--- src/rtl/mem_arbiter.sv ---
// Two-master round-robin arbiter in front of a single SRAM port, with a per-access timeout.
// Three states: IDLE grants a request, BUSY holds it on the SRAM port, DONE pulses the winner's ready.
module mem_arbiter #(
    parameter int TIMEOUT_CYCLES = 15
) (
    input  logic        clk,
    input  logic        rst,

    input  logic        m0_valid,
    input  logic [31:0] m0_addr,
    input  logic [31:0] m0_wdata,
    input  logic [3:0]  m0_wstrb,
    output logic [31:0] m0_rdata,
    output logic        m0_ready,
    output logic        m0_err,

    input  logic        m1_valid,
    input  logic [31:0] m1_addr,
    input  logic [31:0] m1_wdata,
    input  logic [3:0]  m1_wstrb,
    output logic [31:0] m1_rdata,
    output logic        m1_ready,
    output logic        m1_err,

    output logic        s_valid,
    output logic [31:0] s_addr,
    output logic [31:0] s_wdata,
    output logic [3:0]  s_wstrb,
    input  logic [31:0] s_rdata,
    input  logic        s_ready
);

    typedef enum logic [1:0] {
        IDLE = 2'd0,
        BUSY = 2'd1,
        DONE = 2'd2
    } state_t;

    localparam logic [7:0] CNT_LAST = 8'(TIMEOUT_CYCLES - 1);

    state_t     state;
    logic [7:0] cnt;
    logic       last_grant;   // 1 = m1 was granted last
    logic       grant;        // master owning the access in flight
    logic       pick_m1;

    // m1 wins when alone, or when both request and m0 was granted last.
    always_comb begin
        pick_m1 = m1_valid && (!m0_valid || !last_grant);
    end

    always_ff @(posedge clk or posedge rst) begin
        if (rst) begin
            state      <= IDLE;
            cnt        <= 8'd0;
            last_grant <= 1'b1;
            grant      <= 1'b0;
            s_valid    <= 1'b0;
            s_addr     <= 32'd0;
            s_wdata    <= 32'd0;
            s_wstrb    <= 4'd0;
            m0_rdata   <= 32'd0;
            m1_rdata   <= 32'd0;
            m0_ready   <= 1'b0;
            m1_ready   <= 1'b0;
            m0_err     <= 1'b0;
            m1_err     <= 1'b0;
        end else begin
            m0_ready <= 1'b0;
            m1_ready <= 1'b0;
            m0_err   <= 1'b0;
            m1_err   <= 1'b0;
            case (state)
                IDLE: begin
                    if (m0_valid || m1_valid) begin
                        grant      <= pick_m1;
                        last_grant <= pick_m1;
                        s_valid    <= 1'b1;
                        s_addr     <= pick_m1 ? m1_addr  : m0_addr;
                        s_wdata    <= pick_m1 ? m1_wdata : m0_wdata;
                        s_wstrb    <= pick_m1 ? m1_wstrb : m0_wstrb;
                        cnt        <= 8'd0;
                        state      <= BUSY;
                    end
                end
                BUSY: begin
                    // A response on the final cycle still counts as a normal completion.
                    if (s_ready) begin
                        s_valid <= 1'b0;
                        state   <= DONE;
                        if (grant) begin
                            m1_rdata <= s_rdata;
                            m1_ready <= 1'b1;
                        end else begin
                            m0_rdata <= s_rdata;
                            m0_ready <= 1'b1;
                        end
                    end else if (cnt == CNT_LAST) begin
                        s_valid <= 1'b0;
                        state   <= DONE;
                        if (grant) begin
                            m1_rdata <= 32'd0;
                            m1_ready <= 1'b1;
                            m1_err   <= 1'b1;
                        end else begin
                            m0_rdata <= 32'd0;
                            m0_ready <= 1'b1;
                            m0_err   <= 1'b1;
                        end
                    end else begin
                        cnt <= cnt + 8'd1;
                    end
                end
                DONE: begin
                    state <= IDLE;
                end
                default: begin
                    state   <= IDLE;
                    s_valid <= 1'b0;
                end
            endcase
        end
    end

endmodule

--- config.mk ---
export PLATFORM = sky130hd
export DESIGN_NAME = mem_arbiter
export DESIGN_NICKNAME = d
export VERILOG_FILES = /design/src/rtl/mem_arbiter.sv
export SDC_FILE = /design/constraint.sdc
export NUM_CORES = 1
export LEC_CHECK = 0
export BUFFER_PORTS_ARGS = -buffer_cell sky130_fd_sc_hd__buf_4
export CAP_MARGIN = 20
export CORE_MARGIN = 2
export CORE_UTILIZATION = 46
export CTS_CLUSTER_SIZE = 30
export DETAILED_ROUTE_END_ITERATION = 10
export GPL_TIMING_DRIVEN = 0
export PLACE_DENSITY = 0.84
export SLEW_MARGIN = 20
export SYNTH_ARGS = -nofsm -noshare
export SYNTH_HDL_FRONTEND = slang
export SYNTH_SLANG_ARGS = --single-unit
--- constraint.sdc ---
create_clock -name clk -period 6.4 [get_ports clk]
set_clock_uncertainty 0.15 [all_clocks]
set_input_delay 0.64 -clock clk [delete_from_list [all_inputs] [get_ports clk]]
set_output_delay 0.64 -clock clk [all_outputs]
set_load 0.05 [all_outputs]
==> out/qor.csv, run 1 <==
metric;value;unit
drt drc;0;
Setup TNS Final;0;ns
dominant synthesized flop cell;dfrtp_1;
Initial Util;0.474;
status;complete, no violations;
Final Cycle Share;0.360;
via count;5748;
Post-DP Area;8900;sq um
Routability Congestion;0.857;
Rel. slew slack;0.594;
most frequent cells in the layout;buf_4, dfrtp_1, nand2_1, o21ai_0, mux2i_1;
DR iter-0 viols;307;
crit path launch;state[0]$_DFFE_PP0P_;
Reg-to-Reg Start;state[0]$_DFFE_PP0P_;
syn_area_per_cell;11.4;sq um
final core occ;0.714;
largest net degree at the start of global routing;81;
final net count;1061;
Final Cell Area;9530;sq um
CP arrival;2.42;ns
WP data required;6.51;ns
CTS sink cnt;149;
Die Y;121;microns
post-cts hold buffer count;0;
Multi-input gate area;2370;sq um
GRT Overall Usage;0.269;
Max IR drop VDD;0.307;mV
antenna violations before repair;0;
CTS clk-pin slew, worst paths;0.06;ns
total iterations of the first detailed-routing run;5;
CTS tree;yes;
Core ar.;13300;sq um
worst reg-to-reg path cell count;6;
Area growth syn-to-layout;50.5;%
Net Count, Synth;732;
setup violators final;0;
Clock Path Buffers;2;
crit-path max FO;10;
most common cell after layout, fill and taps aside;buf_4;
Cell Chain, Critical Path;nor2_1 -> o21ai_1 -> clkbuf_1 -> clkbuf_1 -> nand2_1 -> o21ai_0;
r2r endpoint;s_wdata[2]$_DFFE_PP0P_;
Period minus WS final;2.30;ns
routed len/inst;18.4;microns
HP Class;input pin to asynchronous set/reset pin;
clock buffer count from CTS;17;
critical path type;register to register;
total gr overflow;0;
Worst R2R Setup Slack;4.10;ns
Critical-path top delay cell;dfrtp_1;
Reg area;3730;sq um
critical path startpoint category;register;
CP max stage delay;0.42;ns
Fmax achieved;434;MHz
Routed WL;19800;microns
max cap viols;0;
# resized after CTS;0;
Synth Register Bits;149;
register area share after synthesis;0.589;
Max Slew Vio Count;0;
fill cell count;994;
Least-Margin Pin Slew;0.605;ns
clock root buffer;clkbuf_16;
RSZ-0062 raised after global routing;no;
Synth cell types;37;
first-pass GRT wire length;30000;microns
Cell Rows;42;
diode count;0;
Die ar.;14700;sq um
IO Count;310;
pwr/cell area;612;nW/um^2
number of synthesized flops with an enable pin;0;
Antenna Violating Nets Remaining;0;
FFs w/ async S/R, synth;1.00;
share of cells above drive strength 1;0.414;
Leak Pwr;4.75;nW
Post-Synthesis Cell Area;6330;sq um
CP Capture Point;s_wdata[2]$_DFFE_PP0P_;
Yosys warning count;0;
I/O Buffers;309;
Setup Buffers After CTS;0;
most used cell, CP;clkbuf_1;
dpl hpwl;15000;microns
H-tree level count;4;
Die Width;121;microns
Fin. Hold Viols;0;
Synth Instances;557;
vias per inst;5.35;
vias in the first global route;5496;
clk_lat worst skew;0.42;ns
Crit. End Element;register;
[how the worst min path moves through the flow]
| stage | startpoint | to | slack [ns] | depth (start not counted) |
|---|---|---|---|---|
| floorplan | cnt[7]$_DFFE_PP0P_ | cnt[7]$_DFFE_PP0P_ | 0.29 | 1 |
| global placement | s_addr[0]$_DFFE_PP0P_ | s_addr[0]$_DFFE_PP0P_ | 0.31 | 2 |
| detailed placement | s_wdata[23]$_DFFE_PP0P_ | s_wdata[23]$_DFFE_PP0P_ | 0.32 | 2 |
| CTS | rst | m0_rdata[31]$_DFFE_PP0P_ | 0.13 | 2 |
| global route | rst | m0_rdata[31]$_DFFE_PP0P_ | 0.14 | 2 |
| finish | rst | m0_rdata[31]$_DFFE_PP0P_ | 0.1 | 2 |
[cell type report]
| type | instances | area share |
|---|---|---|
| Tap cell | 176 | 0.0231 |
| Timing Repair Buffer | 310 | 0.246 |
| Inverter | 5 | 0.00276 |
| Buffer | 46 | 0.0219 |
| Clock inverter | 13 | 0.0189 |
| Sequential cell | 149 | 0.392 |
| Multi-Input combinational cell | 357 | 0.249 |
| Clock buffer | 19 | 0.0465 |
[synthesized netlist by cell type, types with 4 or more instances]
cell type    n  area share
a211o_1      4      0.0055
a32o_1      32       0.051
and3_1       6      0.0059
buf_2       23       0.018
clkbuf_1    18       0.011
dfrtp_1    148        0.59
inv_1        5      0.0030
mux2i_1     68        0.11
nand2_1    103       0.061
nand3_1      8      0.0063
nor2_1       6      0.0036
o21ai_0     71       0.056
o2bb2ai_1   32       0.044
[state kept, by name, indices dropped and copies added, names as in the netlist]
register / cells
m1_ready: 1
s_wstrb: 4
m0_ready: 1
m1_rdata: 32
grant: 1
s_valid: 1
m0_rdata: 32
m0_err: 1
m1_err: 1
cnt: 8
state: 2
s_addr: 32
s_wdata: 32
last_grant: 1
[logic make-up after synthesis]
| kind of cell | after synthesis | synth area share |
|---|---|---|
| DFF | 149 | 0.589 |
| muxes | 68 | 0.108 |
| adders and majority gates | 2 | 0.00395 |
| buffers and inverters | 51 | 0.0360 |
| AOI/OAI and AO/OA | 150 | 0.169 |
| and+or+nand+nor | 136 | 0.0927 |
| xor gates and xnor gates | 1 | 0.00138 |
[stage by stage]
stage	cells	hold slack, ns	worst slack, ns	total power, W
3_3_place_gp	1042	0.313	0.0320	0.00472
5_1_grt	1075	0.137	3.92	0.00608
6_report	1075	0.0996	4.10	0.00583
4_1_cts	1075	0.127	4.12	0.00585
2_1_floorplan	557	0.295	1.60	0.00371
3_5_place_dp	1043	0.321	3.80	0.00478
[worst max-delay path, delay by kind of cell (launching register included)]
kind                   cells  cell delay (ns)
buffers and inverters      2             0.65
AND/OR/NAND/NOR            2             0.48
flip-flops                 1             0.42
AO/OA/AOI/OAI              2             0.45
[layer usage]
layer / part of all wire / routed length (microns) / GRT usage / up-vias
li1: - / - / - / 2662
met1: 0.38 / 7470 / 0.316 / 2778
met2: 0.51 / 10200 / 0.472 / 273
met3: 0.082 / 1630 / 0.0677 / 35
met4: 0.028 / 547 / 0.109 / 0
met5: 0 / 0 / 0 / -
[power by group]
part | leakage (nW) | total [W] | internal [W] | switching (W)
logic | 2.59 | 0.00317 | 0.000941 | 0.00222
registers | 1.87 | 0.00162 | 0.00137 | 0.000250
clock network | 0.299 | 0.00105 | 0.000661 | 0.000388
total | 4.75 | 0.00583 | 0.00297 | 0.00286
Power figures use the tool's default switching activity.
==> run 2: changes to the inputs <==
ABC_AREA = 1   (was unset)
CORE_UTILIZATION = 47   (was 46)
PLACE_DENSITY = 0.85   (was 0.84)
clock period = 2.2 ns   (was 6.4 ns; I/O delays follow)
==> run 2 against run 1 <==
  * The flow now finishes with violations (negative setup slack)
  * Clock power grew to 3.0 times the previous value
  * Critical endpoint is now s_wstrb[3]$_DFFE_PP0P_
  * Via count grew 48%
  * Highest routed layer unchanged
  * Clock-buffer cell count shrank 2
==> out/qor.csv, run 2 <==
metric;value;unit;change
Switching Fraction;0.510;;was 0.491
CTS tree;yes;;unchanged
CP arrival;2.42;ns;about the same
FFs w/ async S/R, synth;1.00;;unchanged
dominant synthesized flop cell;dfrtp_1;;unchanged
CP Capture Point;s_wstrb[3]$_DFFE_PP0P_;;was s_wdata[2]$_DFFE_PP0P_
failing checks;negative setup slack;;
crit-path max FO;10;;unchanged
Die Y;123;microns;was 121 microns
r2r endpoint;s_wstrb[3]$_DFFE_PP0P_;;was s_wdata[2]$_DFFE_PP0P_
sequential power share;0.253;;was 0.277
Reg-to-Reg Start;state[1]$_DFFE_PP0P_;;was state[0]$_DFFE_PP0P_
WP data required;2.40;ns;was 6.51 ns
Crit. End Element;register;;unchanged
max cap viols;0;;unchanged
worst reg-to-reg path cell count;7;;was 6
dpl hpwl;16800;microns;was 15,000 microns
DR iter-0 viols;989;;was 307
Finished Layout Cells;1453;;was 1,075
Fin. Hold Viols;0;;unchanged
Net Sw Power;0.00995;W;was 0.00286 W
pwr/cell area;1670;nW/um^2;was 612 nW/um^2
Post-synth top cells;nand2_1, dfrtp_1, o21ai_0, nor2_1, nand4_1;;was dfrtp_1, nand2_1, o21ai_0, mux2i_1
Setup TNS Final;-0.0226;ns;was 0 ns
first-pass GRT wire length;44400;microns;was 30,000 microns
Routed WL;31100;microns;was 19,800 microns
most common cell after layout, fill and taps aside;buf_4;;unchanged
clk_lat worst skew;0.43;ns;was 0.42 ns
Max Slew Vio Count;0;;unchanged
Max IR drop VDD;0.889;mV;was 0.307 mV
setup violators final;3;;was 0
Placed Cells;1253;;was 1,043
status;finished, violations left;;was complete, no violations
register area share after synthesis;0.562;;was 0.589
CTS sink cnt;149;;unchanged
Die ar.;15100;sq um;was 14,700 sq um
Initial Util;0.480;;was 0.474
total iterations of the first detailed-routing run;7;;was 5
final net count;1433;;was 1,061
Synth Register Bits;149;;unchanged
Antenna Violating Nets Remaining;0;;unchanged
share of cells above drive strength 1;0.330;;was 0.414
Pwr Total;0.0195;W;was 0.00583 W
CTS clk-pin slew, worst paths;0.06;ns;about the same
antenna violations before repair;2;;was 0
area fraction of the dominant cell type after synthesis;0.558;;was 0.585
via count;8504;;was 5,748
Area growth syn-to-layout;75.8;%;was 50.5%
Leak Pwr;5.95;nW;was 4.75 nW
Fmax achieved;452;MHz;was 434 MHz
vias in the first global route;8314;;was 5,496
area leader, netlist;dfrtp_1;;unchanged
Yosys warning count;0;;unchanged
Synth cell types;31;;was 37
Clock Path Buffers;2;;unchanged
most frequent cell after synthesis;nand2_1;;was dfrtp_1
Rel. slew slack;0.664;;was 0.594
clock buffer count from CTS;17;;unchanged
Net Count, Synth;934;;was 732
Core ar.;13800;sq um;was 13,300 sq um
Least-Margin Pin Slew;0.504;ns;was 0.605 ns
largest net degree at the start of global routing;35;;was 81
critical path type;register to register;;unchanged
crit path launch;state[1]$_DFFE_PP0P_;;was state[0]$_DFFE_PP0P_
total gr overflow;0;;unchanged
syn_area_per_cell;8.74;sq um;was 11.4 sq um
Die Width;123;microns;was 121 microns
Post-Synthesis Cell Area;6630;sq um;was 6330 sq um
Final Cycle Share;1.01;;was 0.360
fill cell count;668;;was 994
clock root buffer;clkbuf_16;;unchanged
Power Internal;0.00955;W;was 0.00297 W
routed len/inst;21.4;microns;was 18.4 microns
GRT Overall Usage;0.391;;was 0.269
Routability Congestion;0.898;;was 0.857
IO Count;310;;unchanged
PnR worst setup slack;-0.0141;ns;was 4.10 ns
drt drc;0;;unchanged
critical path startpoint category;register;;unchanged
HP Class;input pin to register;;was input pin to asynchronous set/reset pin
Worst Path Buf+Inv;3;;was 2
Synth area leaders;dfrtp_1, nand2_1, o21ai_0;;was dfrtp_1, mux2i_1, nand2_1
clock share of power;0.163;;was 0.180
Cell Rows;43;;was 42
Cell Chain, Critical Path;nor2_4 -> o21ai_4 -> inv_4 -> buf_4 -> o21ai_1 -> o21ai_0 -> dlygate4sd3_1;;was nor2_1 -> o21ai_1 -> clkbuf_1 -> clkbuf_1 -> nand2_1 -> o21ai_0
Crit. path cell count;7;;was 6
Top Family by Delay on Critical Path;buffers and inverters;;unchanged
most frequent cells in the layout;buf_4, nand2_1, dlygate4sd3_1, dfrtp_1, o21ai_0;;was buf_4, dfrtp_1, nand2_1, o21ai_0, mux2i_1
Synth Instances;759;;was 557
number of synthesized flops with an enable pin;0;;unchanged
vias per inst;5.85;;was 5.35
Worst R2R Setup Slack;-0.01;ns;was 4.10 ns
Critical-path top delay cell;dlygate4sd3_1;;was dfrtp_1
I/O Buffers;309;;unchanged
combinational fraction of design power;0.585;;was 0.543
CP max stage delay;0.62;ns;was 0.42 ns
Period minus WS final;2.21;ns;was 2.30 ns
H-tree level count;4;;unchanged
run 2: timing repair:
item	4_1_cts	5_1_grt
endpoints found under the hold margin	192	0
endpoints found under the setup margin	0	45
gates resized for setup	0	71
hold buffers	164	0
setup buffers	0	2
run 2: tightest hold or removal path, delay by kind of cell:
family                 cells  cell delay (ns)
and+or+nand+nor            2             0.18
buffers and inverters      2             0.14
run 2: cell type report:
type | instances | area (sq um) | share of cell area
well taps | 180 | 225 | 0.0193
plain buffers | 56 | 382 | 0.0327
repair buffers | 480 | 4080 | 0.350
diodes | 2 | 5.00 | 0.000429
clock inverters | 15 | 205 | 0.0176
clock buffers | 17 | 425 | 0.0365
multi-input cells | 534 | 2520 | 0.216
flip-flops and latches | 149 | 3730 | 0.320
inverters | 20 | 81.3 | 0.00697
run 2: cell families after synthesis:
| kind of cell | synth area share |
|---|---|
| buf+inv | 0.0621 |
| xor+xnor | 0.00396 |
| flops | 0.562 |
| compound gates | 0.109 |
| fa+ha+maj | 0.00377 |
| simple gates | 0.259 |
run 2: power by group through the flow:
stage               logic, W  clock network [W]  registers [W]
floorplan            0.00245                  0        0.00876
global placement     0.00956                  0        0.00470
detailed placement   0.00972                  0        0.00475
CTS                   0.0107            0.00313        0.00473
global route          0.0118            0.00327        0.00499
finish                0.0114            0.00317        0.00493
run 2: per-stage QoR:
step | instance area, sq um | setup WS (ns) | hold WS (ns) | util
2_1_floorplan | 6640 | -0.0442 | 0.223 | -
3_3_place_gp | 9180 | -0.945 | 0.305 | 0.664
3_5_place_dp | 9290 | 0.473 | 0.104 | 0.672
4_1_cts | 11600 | 0.0180 | 0.000679 | 0.836
5_1_grt | 11700 | -0.0519 | 0.0324 | 0.844
6_report | 11700 | -0.0141 | 0.0123 | 0.844
run 2: routing by layer:
| metal | track usage | routed length [microns] | vias up | share of wire |
|---|---|---|---|---|
| met4 | 0.275 | 2570 | 0 | 0.083 |
| met3 | 0.0892 | 3480 | 222 | 0.11 |
| met5 | 0 | 0 | - | 0 |
| met2 | 0.654 | 14700 | 785 | 0.47 |
| met1 | 0.440 | 10300 | 3965 | 0.33 |
| li1 | - | - | 3532 | - |
run 2: how the worst min path moves through the flow:
stage,startpoint,end,slack (ns),cells after the start
2_1_floorplan,s_rdata[31],m0_rdata[31]$_DFFE_PP0P_,0.22,2
3_3_place_gp,m0_rdata[30]$_DFFE_PP0P_,m0_rdata[30]$_DFFE_PP0P_,0.31,2
3_5_place_dp,rst,s_addr[14]$_DFFE_PP0P_,0.10,2
4_1_cts,s_ready,m0_err$_DFF_PP0_,0.0007,4
5_1_grt,s_ready,m0_err$_DFF_PP0_,0.03,4
6_report,s_ready,m0_err$_DFF_PP0_,0.01,4
